$ cat config.mk
export PLATFORM = sky130hd
export DESIGN_NAME = udp_rx_flat
export DESIGN_NICKNAME = d
export VERILOG_FILES = /design/src/rtl/udp_rx_if.sv /design/src/rtl/udp_rx.sv /design/src/flat_wrapper.sv
export SDC_FILE = /design/constraint.sdc
export NUM_CORES = 1
export LEC_CHECK = 0
export ABC_CLOCK_PERIOD_IN_PS = 20700
export CORE_AREA = 10 10 127 244
export DETAILED_ROUTE_END_ITERATION = 12
export DIE_AREA = 0 0 137 254
export PLACE_DENSITY = 0.84
export SYNTH_ARGS = -nofsm -noshare
export SYNTH_HDL_FRONTEND = slang
export SYNTH_SLANG_ARGS = --single-unit
$ cat constraint.sdc
create_clock -name clk -period 20.7 [get_ports clk]
set_clock_uncertainty 0.05 [all_clocks]
set_input_delay 4.14 -clock clk [delete_from_list [all_inputs] [get_ports clk]]
set_output_delay 4.14 -clock clk [all_outputs]
set_load 0.005 [all_outputs]
$ cat src/rtl/udp_rx_if.sv
// GMII receive input and UDP payload/result output bundle for udp_rx.
// slave is the receiver's view; master is the PHY/consumer side.
interface udp_rx_if;
    logic        gmii_rxd_valid;
    logic [7:0]  gmii_rxd_data;
    logic        rec_en;
    logic [31:0] rec_data;
    logic        rec_pkt_done;
    logic [15:0] rec_byte_num;
    logic [47:0] src_mac;
    logic [31:0] src_ip;
    logic [15:0] src_port;

    modport slave (
        input  gmii_rxd_valid, gmii_rxd_data,
        output rec_en, rec_data, rec_pkt_done, rec_byte_num,
               src_mac, src_ip, src_port
    );

    modport master (
        output gmii_rxd_valid, gmii_rxd_data,
        input  rec_en, rec_data, rec_pkt_done, rec_byte_num,
               src_mac, src_ip, src_port
    );
endinterface

$ cat src/rtl/udp_rx.sv
// GMII UDP/IPv4 receiver: strips preamble and Ethernet/IPv4/UDP headers, filters
// on local MAC/IP/port and delivers the payload as big-endian 32-bit words.
module udp_rx #(
    parameter logic [47:0] BOARD_MAC  = 48'h00_11_22_33_44_55,
    parameter logic [31:0] BOARD_IP   = {8'd192, 8'd168, 8'd1, 8'd123},
    parameter logic [15:0] BOARD_PORT = 16'd1234
) (
    input  logic     clk,
    input  logic     reset,
    udp_rx_if.slave  bus
);

    typedef enum logic [6:0] {
        st_idle     = 7'b0000001,
        st_preamble = 7'b0000010,
        st_eth_head = 7'b0000100,
        st_ip_head  = 7'b0001000,
        st_udp_head = 7'b0010000,
        st_rx_data  = 7'b0100000,
        st_rx_end   = 7'b1000000
    } state_t;

    state_t      state;
    state_t      next_state;

    logic        valid;
    logic [7:0]  data;
    logic [15:0] cnt;
    logic [31:0] hdr_sh;
    logic [47:0] dst_mac_sh;
    logic [47:0] src_mac_sh;
    logic [31:0] src_ip_sh;
    logic [15:0] src_port_sh;
    logic [15:0] pay_num;
    logic [31:0] word;
    logic [31:0] word_next;
    logic        emit_word;
    logic        emit_last;
    logic        zero_done;
    logic        mac_ok;
    logic [15:0] udp_len;
    logic        in_header;

    assign valid     = bus.gmii_rxd_valid;
    assign data      = bus.gmii_rxd_data;
    assign mac_ok    = (dst_mac_sh == BOARD_MAC) || (dst_mac_sh == 48'hffff_ffff_ffff);
    // hdr_sh holds the last four header bytes, so at UDP byte 7 bytes 4-5 sit in [23:8]
    assign udp_len   = hdr_sh[23:8];
    assign in_header = (state == st_eth_head) || (state == st_ip_head) || (state == st_udp_head);

    always_ff @(posedge clk or posedge reset) begin
        if (reset) begin
            state <= st_idle;
        end else begin
            state <= next_state;
        end
    end

    always_comb begin
        next_state = state;
        emit_word  = 1'b0;
        emit_last  = 1'b0;
        zero_done  = 1'b0;
        unique case (state)
            st_idle: begin
                if (valid) begin
                    next_state = (data == 8'h55) ? st_preamble : st_rx_end;
                end
            end
            st_preamble: begin
                if (!valid) begin
                    next_state = st_idle;
                end else if (data == 8'h55) begin
                    if (cnt >= 16'd7) begin
                        next_state = st_rx_end;
                    end
                end else if ((data == 8'hd5) && (cnt == 16'd7)) begin
                    next_state = st_eth_head;
                end else begin
                    next_state = st_rx_end;
                end
            end
            st_eth_head: begin
                if (!valid) begin
                    next_state = st_idle;
                end else if (cnt == 16'd13) begin
                    next_state = (mac_ok && ({hdr_sh[7:0], data} == 16'h0800))
                                 ? st_ip_head : st_rx_end;
                end
            end
            st_ip_head: begin
                if (!valid) begin
                    next_state = st_idle;
                end else if (((cnt == 16'd0) && (data != 8'h45)) ||
                             ((cnt == 16'd9) && (data != 8'd17))) begin
                    next_state = st_rx_end;
                end else if (cnt == 16'd19) begin
                    next_state = ({hdr_sh[23:0], data} == BOARD_IP) ? st_udp_head : st_rx_end;
                end
            end
            st_udp_head: begin
                if (!valid) begin
                    next_state = st_idle;
                end else if ((cnt == 16'd3) && ({hdr_sh[7:0], data} != BOARD_PORT)) begin
                    next_state = st_rx_end;
                end else if (cnt == 16'd7) begin
                    if (udp_len < 16'd8) begin
                        next_state = st_rx_end;
                    end else if (udp_len == 16'd8) begin
                        zero_done  = 1'b1;
                        next_state = st_rx_end;
                    end else begin
                        next_state = st_rx_data;
                    end
                end
            end
            st_rx_data: begin
                if (!valid) begin
                    next_state = st_idle;
                end else if (cnt == (pay_num - 16'd1)) begin
                    emit_word  = 1'b1;
                    emit_last  = 1'b1;
                    next_state = st_rx_end;
                end else if (cnt[1:0] == 2'd3) begin
                    emit_word = 1'b1;
                end
            end
            st_rx_end: begin
                if (!valid) begin
                    next_state = st_idle;
                end
            end
            default: next_state = st_idle;
        endcase
    end

    // A new word starts with zeroed low bytes, so a short final word comes out zero-padded
    always_comb begin
        word_next = word;
        unique case (cnt[1:0])
            2'd0: word_next = {data, 24'h0};
            2'd1: word_next = {word[31:24], data, 16'h0};
            2'd2: word_next = {word[31:16], data, 8'h0};
            2'd3: word_next = {word[31:8], data};
            default: word_next = word;
        endcase
    end

    always_ff @(posedge clk or posedge reset) begin
        if (reset) begin
            cnt              <= 16'd0;
            hdr_sh           <= 32'd0;
            dst_mac_sh       <= 48'd0;
            src_mac_sh       <= 48'd0;
            src_ip_sh        <= 32'd0;
            src_port_sh      <= 16'd0;
            pay_num          <= 16'd0;
            word             <= 32'd0;
            bus.rec_en       <= 1'b0;
            bus.rec_data     <= 32'd0;
            bus.rec_pkt_done <= 1'b0;
            bus.rec_byte_num <= 16'd0;
            bus.src_mac      <= 48'd0;
            bus.src_ip       <= 32'd0;
            bus.src_port     <= 16'd0;
        end else begin
            bus.rec_en       <= emit_word;
            bus.rec_pkt_done <= emit_last | zero_done;

            // Byte index restarts on every state change; the preamble count starts at one
            if (next_state != state) begin
                cnt <= (next_state == st_preamble) ? 16'd1 : 16'd0;
            end else if (valid) begin
                cnt <= cnt + 16'd1;
            end

            if (valid) begin
                if (in_header) begin
                    hdr_sh <= {hdr_sh[23:0], data};
                end
                if ((state == st_eth_head) && (cnt < 16'd6)) begin
                    dst_mac_sh <= {dst_mac_sh[39:0], data};
                end
                if ((state == st_eth_head) && (cnt >= 16'd6) && (cnt < 16'd12)) begin
                    src_mac_sh <= {src_mac_sh[39:0], data};
                end
                if ((state == st_ip_head) && (cnt >= 16'd12) && (cnt < 16'd16)) begin
                    src_ip_sh <= {src_ip_sh[23:0], data};
                end
                if ((state == st_udp_head) && (cnt < 16'd2)) begin
                    src_port_sh <= {src_port_sh[7:0], data};
                end
                if ((state == st_udp_head) && (cnt == 16'd7)) begin
                    pay_num <= udp_len - 16'd8;
                end
                if (state == st_rx_data) begin
                    word <= word_next;
                end
            end

            if (emit_word) begin
                bus.rec_data <= word_next;
            end
            if (emit_last || zero_done) begin
                bus.rec_byte_num <= zero_done ? 16'd0 : pay_num;
                bus.src_mac      <= src_mac_sh;
                bus.src_ip       <= src_ip_sh;
                bus.src_port     <= src_port_sh;
            end
        end
    end

endmodule

$ cat src/flat_wrapper.sv
// flat-port wrapper written by rule: the top's interface ports become plain ports
module udp_rx_flat 
#(
    parameter logic [47:0] BOARD_MAC  = 48'h00_11_22_33_44_55,
    parameter logic [31:0] BOARD_IP   = {8'd192, 8'd168, 8'd1, 8'd123},
    parameter logic [15:0] BOARD_PORT = 16'd1234
)
  (clk, reset, bus_gmii_rxd_valid, bus_gmii_rxd_data, bus_rec_en, bus_rec_data, bus_rec_pkt_done, bus_rec_byte_num, bus_src_mac, bus_src_ip, bus_src_port);
  udp_rx_if bus_i ();
  input  logic clk;
  input  logic reset;
  input wire logic [$bits(bus_i.gmii_rxd_valid)-1:0] bus_gmii_rxd_valid;
  input wire logic [$bits(bus_i.gmii_rxd_data)-1:0] bus_gmii_rxd_data;
  output wire logic [$bits(bus_i.rec_en)-1:0] bus_rec_en;
  output wire logic [$bits(bus_i.rec_data)-1:0] bus_rec_data;
  output wire logic [$bits(bus_i.rec_pkt_done)-1:0] bus_rec_pkt_done;
  output wire logic [$bits(bus_i.rec_byte_num)-1:0] bus_rec_byte_num;
  output wire logic [$bits(bus_i.src_mac)-1:0] bus_src_mac;
  output wire logic [$bits(bus_i.src_ip)-1:0] bus_src_ip;
  output wire logic [$bits(bus_i.src_port)-1:0] bus_src_port;
  assign bus_i.gmii_rxd_valid = bus_gmii_rxd_valid;
  assign bus_i.gmii_rxd_data = bus_gmii_rxd_data;
  assign bus_rec_en = bus_i.rec_en;
  assign bus_rec_data = bus_i.rec_data;
  assign bus_rec_pkt_done = bus_i.rec_pkt_done;
  assign bus_rec_byte_num = bus_i.rec_byte_num;
  assign bus_src_mac = bus_i.src_mac;
  assign bus_src_ip = bus_i.src_ip;
  assign bus_src_port = bus_i.src_port;
  udp_rx #(.BOARD_MAC(BOARD_MAC), .BOARD_IP(BOARD_IP), .BOARD_PORT(BOARD_PORT)) u_core (.clk(clk), .reset(reset), .bus(bus_i));
endmodule
**Word-level counts from Yosys, hierarchy flattened**

Index checks and enable logic that the tools add are counted.

- $add $sub $neg: 3
- Magnitude comparators: 8
- Equal/unequal tests: 28
- Bitwise operators: 1
- Muxes and demuxes: 40
- Reduce and logical (&&, ||, !) cells: 27

Operators by type and width:

| operator | number |
|---|---|
| 7-bit 2-to-1 mux | 21 |
| 32-bit one-hot mux with 4 select lines | 1 |
| 7-bit one-hot mux with 7 select lines | 1 |
| 16-bit by 4-bit == test with 1-bit output, second input constant | 3 |
| 48-bit by 37-bit == test with 1-bit output, second input constant | 1 |
| 48-bit == test, second input constant | 1 |
| 16-bit 2-to-1 mux | 3 |
| 32-bit == test, second input constant | 1 |
| 16-bit by 3-bit >= comparator with 1-bit output, second input constant | 2 |
| 16-bit by 4-bit < comparator with 1-bit output, second input constant | 2 |
| 16-bit by 1-bit adder with 16-bit output, second input constant | 1 |
| 16-bit by 12-bit == test with 1-bit output, second input constant | 1 |
| 16-bit == test | 1 |
| 16-bit by 2-bit == test with 1-bit output, second input constant | 1 |
| 16-bit by 3-bit == test with 1-bit output, second input constant | 1 |
| 16-bit by 5-bit == test with 1-bit output, second input constant | 1 |
| 16-bit by 4-bit >= comparator with 1-bit output, second input constant | 1 |
| 16-bit logical NOT | 1 |
| 16-bit by 2-bit < comparator with 1-bit output, second input constant | 1 |
| 16-bit by 3-bit < comparator with 1-bit output, second input constant | 1 |
| 16-bit by 5-bit < comparator with 1-bit output, second input constant | 1 |
| 16-bit by 11-bit != test with 1-bit output, second input constant | 1 |
| 16-bit by 1-bit subtractor with 16-bit output, second input constant | 1 |
| 16-bit by 4-bit subtractor with 16-bit output, second input constant | 1 |
| 21 further kinds | 57 |

- Register bits after elaboration: 385
- Input port bits: 11
- Output and inout port bits: 146

**Longest topological paths before layout**

- Word-level depth: 10
- Mapped depth: 14
- Depth with buffers taken out: 11

**Least setup slack after synthesis**

OpenSTA, ideal clock, no wires.

- Path type: input to register
- Start: in bus_gmii_rxd_data[1]
- End: reg u_core.cnt[1]
- Stages on the path: 10
- Data required time: 20.578 ns
- Setup slack: 13.980 ns
- Arrival time: 6.598 ns
- Path buffers: 1
- Cells stage by stage: or4b_2 -> or3_1 -> nor4b_1 -> o311ai_1 -> a211oi_1 -> o31ai_1 -> mux2i_1 -> nand3_2 -> buf_2 -> nor2_1

- Word-level cells in the longest chain between the ends: 8
- Elaborated cells between the ends (all ways): 31
- Classes of those cells: eq/ne (8); mux (16); reduce/logical (7)

RTL lines:

| item | RTL line | RTL |
|---|---|---|
| start, declared | flat_wrapper.sv:13 | `input wire logic [$bits(bus_i.gmii_rxd_data)-1:0] bus_gmii_rxd_data;` |
| 32-bit == test, or another cell as far along | udp_rx.sv:98 | `next_state = ({hdr_sh[23:0], data} == BOARD_IP) ? st_udp_head : st_rx_end;` |
| 7-bit 2-to-1 mux, or another cell as far along | udp_rx.sv:98 |  |
| 7-bit 2-to-1 mux, or another cell as far along | udp_rx.sv:97 | `end else if (cnt == 16'd19) begin` |
| 7-bit 2-to-1 mux, on equally long branches | udp_rx.sv:94, udp_rx.sv:86, udp_rx.sv:73 |  |
| 7-bit 2-to-1 mux, on equally long branches | udp_rx.sv:92, udp_rx.sv:84, udp_rx.sv:71 |  |
| 7-bit one-hot mux with 7 select lines (*) | udp_rx.sv:64 | `unique case (state)` |
| via u_core.next_state[6] | udp_rx.sv:24 | `state_t next_state;` |
| 7-bit != test (*) | udp_rx.sv:171 | `if (next_state != state) begin` |
| 16-bit 2-to-1 mux or 2-bit nonzero test (tied branches) | -- |  |
| end signal, assigned | udp_rx.sv:172 | `cnt <= (next_state == st_preamble) ? 16'd1 : 16'd0;` |
| end signal, assigned | udp_rx.sv:174 | `cnt <= cnt + 16'd1;` |
| end, declared | udp_rx.sv:28 | `logic [15:0] cnt;` |

Mark *: on every way through the listed nets, which the timed path passes. The rest lies on a longest branch.
A chain may end at the register's enable or synchronous reset.

**Worst setup path in the final report**

- Start: in bus_gmii_rxd_valid
- End: reg u_core.bus.src_ip[9] in the netlist's numbering

- Word-level cells in the longest chain between the ends: 3
- Elaborated cells between the ends (all ways): 5
- Classes of those cells: mux (4); reduce/logical (1)

RTL lines:

| item | RTL line | RTL |
|---|---|---|
| start, declared | flat_wrapper.sv:12 | `input wire logic [$bits(bus_i.gmii_rxd_valid)-1:0] bus_gmii_rxd_valid;` |
| 1-bit 2-to-1 mux, on equally long branches | udp_rx.sv:118, udp_rx.sv:102 |  |
| 1-bit 2-to-1 mux | udp_rx.sv:64 |  |
| 1-bit logical OR (*) | udp_rx.sv:204 | `if (emit_last \|\| zero_done) begin` |
| end signal, assigned | udp_rx.sv:207 | `bus.src_ip <= src_ip_sh;` |
| end, declared | udp_rx_if.sv:17 | `src_mac, src_ip, src_port` |

Mark *: on every way between the ends. The rest lies on a longest branch, timed or not.

==> run metrics <==
final-report hold violation count 0; most frequent CP cell sky130_fd_sc_hd__nand2_1; HPWL after detailed placement 28100 um; Starting Density 60.8%; Final period util 37.5%; Chip Height 254 um; detailed router's first-iteration violation count 953; share of the yosys chip area belonging to registers 57.4%; crit path capture type flip-flop; largest family of logic cells by synthesized area simple AND/OR/NAND/NOR gates; crit-path leading delay family simple AND/OR/NAND/NOR gates; final net count 1594; number of vias in the routed layout 11677; biggest fanout along the worst timing path 97; crit path time final 7.77 ns; largest area contributor in the synthesized netlist sky130_fd_sc_hd__dfrtp_1; Finished Cell Area 19200 sq um; total clock sinks 377; setup TNS after final layout 0 ns; series of cell instances along the critical path clkdlybuf4s50_1, or4bb_1, nor3_1, nand2_1, nor3_2, buf_4, or2_4, nand2_1, nand2_1; kind of critical path in -> reg; number of buffers created by CTS 31; worst endpoint required time 21.14 ns; number of instances in the synthesized netlist 1455; first-pass iteration count of the detailed router 5; cell count along the critical path 9; layout cell share with drive strength beyond 1 17.8%; all-layer global routing usage a little under a quarter; layout overhead on the synthesized area 16.9%; reported max-cap violation count 0; slowest cell delay on critical path slightly below 1 ns; number of cells on the worst reg-to-reg path 11; outcome completed; overflow left after global routing 0; mux contribution to synthesized area 15.1%; number of enable flip-flop cells after synthesis 0; post-route worst setup slack 12.93 ns; cell at the root of the clock tree sky130_fd_sc_hd__clkbuf_16; number of flip-flops and latches in the synthesized netlist 377; Post-CTS Setup Bufs 0; Synth Area in Compound Gates 5.67%; startpoint of the most critical setup path bus_gmii_rxd_valid; adder-cell area share of the yosys netlist 0.533%; top post-synthesis cells by area sky130_fd_sc_hd__dfrtp_1 57%, sky130_fd_sc_hd__mux2_2 13%, sky130_fd_sc_hd__nand2_1 7.9%; commonest register cell after synthesis sky130_fd_sc_hd__dfrtp_1; DRT Wirelength 41000 um; clock slew seen by the registers of the worst setup and hold paths 0.07 ns; Achievable Freq roughly 130 MHz; worst-case headroom to the max-slew limit 24.3%; CTS Buffer Depth 3; clock tree from TritonCTS built; Placer Congestion 0.969; number of library cell types mapped by synthesis 74; Synthesized Nets 1473; LEAKAGE around 0.0094 uW; I/O pin total 157; Total Die Area 34800 sq um; final-report setup violation count 0; count of nets left with antenna violations after detail routing 0; setup slack at placement 12.42 ns; vias in the first global route between 10000 and 15000; worst vdd ir 67.2 uV; start point of the worst hold path u_core.bus.src_ip[19]; detailed-route DRC error count 0; final number of max-transition violations 0; power per cell area around 72 nW/um^2; WP data arrival 8.21 ns; worst reg2reg endpoint u_core.bus.src_ip[9]; Yosys Warn Count 0; Synth async-reset ratio 100%; post-synth design cell area 16400 sq um; unrepaired setup endpoints after global routing no; timing endpoint of the critical path u_core.bus.src_ip[9]; master of the slowest instance on the critical path sky130_fd_sc_hd__clkdlybuf4s50_1; pin count of the biggest net entering global routing around 150; cell area after placement 18200 sq um; mean instance size in the synthesized netlist 11.3 sq um; wire length of the first global-routing pass 64700 um; reg-to-reg startpoint u_core.pay_num[0]; count of input and output buffers 156; number of antenna violations at the first check in global routing 0; Site Rows 85; slew at the pin with the worst max-slew slack 1.13 ns; # H-tree levels 1; worst skew pair latency around 0.58 ns; Post-CTS Hold Buffers 0; path category of the worst min-delay check reg -> reg; final antenna diode count 0; detail-routed via count per cell 5.99; post_cts resized 0; Bufs and invs on worst path 2; critical path launch point type input pin; Post-Synth Simple-Gate Area 16.3%; flop-to-flop setup slack 15.77 ns; average routed wire per standard cell ~21 um; fraction of post-synthesis cell area in the top cell type by area 57.3%; core utilization of the finished layout 71.1%; die width 137 um; xor/xnor share of the synthesized area 2.24%; minimum hold slack 0.417 ns; core area 27000 sq um
## area by class of cell
type / instances / area [sq um]
Multi-Input combinational cell: 981 / 6580
Tap cell: 348 / 435
Sequential cell: 377 / 9440
Fill cell: 1847 / 7800
Timing Repair Buffer: 172 / 1680
Clock buffer: 48 / 910
Inverter: 13 / 56.3
Clock inverter: 9 / 109
## metrics by stage
step           total power [uW]  cells
6_report                   1390   1948
5_1_grt                    1430   1948
4_1_cts                    1400   1948
3_5_place_dp                810   1891
3_3_place_gp                810   1891
2_1_floorplan               792   1455
## registers in the layout (all words and copies together), names as in the netlist, 7 cells and up
name                     cells
u_core.bus.src_port         16
u_core.bus.rec_byte_num     16
u_core.bus.src_mac          48
u_core.cnt                  16
u_core.hdr_sh               24
u_core.bus.src_ip           32
u_core.src_port_sh          16
u_core.bus.rec_data         32
u_core.dst_mac_sh           48
u_core.state                 7
u_core.word                 24
u_core.src_mac_sh           48
u_core.pay_num              16
u_core.src_ip_sh            32
## cell usage in the layout, fill, tap and decap left out, drive strengths merged, types with 4 or more instances in the layout
master         netlist  final
ha                   7      7
nor2b                7      7
or2                  5      5
o311a                4      4
nor3                21     21
inv                 12     13
a31oi                5      5
xnor2               22     22
xor2                20     20
nor3b                4      4
buf                 24     16
or3                  9      9
and3                10     10
or4                 12     12
dfrtp              376    376
a21oi               11     11
mux2i               18     18
o21ai               33     33
clkbuf              60     48
a22o                15     15
clkinvlp             0      4
nand2              344    344
nand4b               5      5
nand2b               8      8
nor2                83     83
clkdlybuf4s50        0    156
nand4               21     21
a22oi               23     23
mux2               199    199
nor4                22     22
and4b                4      4
nand3               15     15
## worst min-delay path: stages (launching register included)
cell	delay, ns
sky130_fd_sc_hd__dfrtp_1	0.34
sky130_fd_sc_hd__nand2_1	0.05
sky130_fd_sc_hd__nand2_1	0.05
## power by group
group	leakage (uW)	total (uW)	internal (uW)	switching (uW)
clock	0.000485	592	327	264
sequential	0.00524	743	739	4.62
combinational	0.00370	53.3	13.8	39.5
## metal layers
layer	up-vias	track usage [%]	share of wire, %
li1	5265	-	-
met5	-	0	0
met3	113	3.11	5.1
met4	0	11.0	4.4
met1	5885	24.7	35
met2	414	43.8	56
## cells by family after synthesis
| group | Yosys count |
|---|---|
| muxes | 217 |
| xor gates and xnor gates | 42 |
| buffers and inverters | 97 |
| DFF | 377 |
| adders and majority gates | 7 |
| AOI/OAI and AO/OA | 130 |
| and+or+nand+nor | 585 |
## worst min-delay path by stage
| stage | endpoint | slack, ns | cells after the start |
|---|---|---|---|
| after floorplan | u_core.bus.src_port[12] | 0.39 | 2 |
| after global placement | u_core.bus.src_mac[38] | 0.40 | 2 |
| after detailed placement | u_core.bus.src_port[0] | 0.40 | 2 |
| after CTS | u_core.bus.src_port[3] | 0.42 | 2 |
| after global routing | u_core.bus.src_mac[38] | 0.44 | 2 |
| final | u_core.bus.src_ip[19] | 0.42 | 2 |
## cells in the mapped netlist (5+ instances only)
library cell               count
sky130_fd_sc_hd__dfrtp_1     376
sky130_fd_sc_hd__nand2_1     344
sky130_fd_sc_hd__mux2_2      184
sky130_fd_sc_hd__nor2_1       83
sky130_fd_sc_hd__clkbuf_1     60
sky130_fd_sc_hd__o21ai_0      33
sky130_fd_sc_hd__a22oi_1      23
sky130_fd_sc_hd__xnor2_1      22
sky130_fd_sc_hd__nand4_1      21
sky130_fd_sc_hd__nor4_1       21
sky130_fd_sc_hd__nor3_1       20
sky130_fd_sc_hd__xor2_1       20
sky130_fd_sc_hd__mux2i_1      18
sky130_fd_sc_hd__a22o_1       15
sky130_fd_sc_hd__mux2_4       15
sky130_fd_sc_hd__nand3_1      14
sky130_fd_sc_hd__inv_1        12
sky130_fd_sc_hd__or4_1        12
sky130_fd_sc_hd__a21oi_1      11
sky130_fd_sc_hd__and3_1       10
sky130_fd_sc_hd__buf_2        10
sky130_fd_sc_hd__or3_1         9
sky130_fd_sc_hd__nand2b_1      8
sky130_fd_sc_hd__buf_6         7
sky130_fd_sc_hd__ha_1          7
sky130_fd_sc_hd__nor2b_1       7
sky130_fd_sc_hd__buf_4         5
sky130_fd_sc_hd__nand4b_1      5
Power figures use the tool's default switching activity.
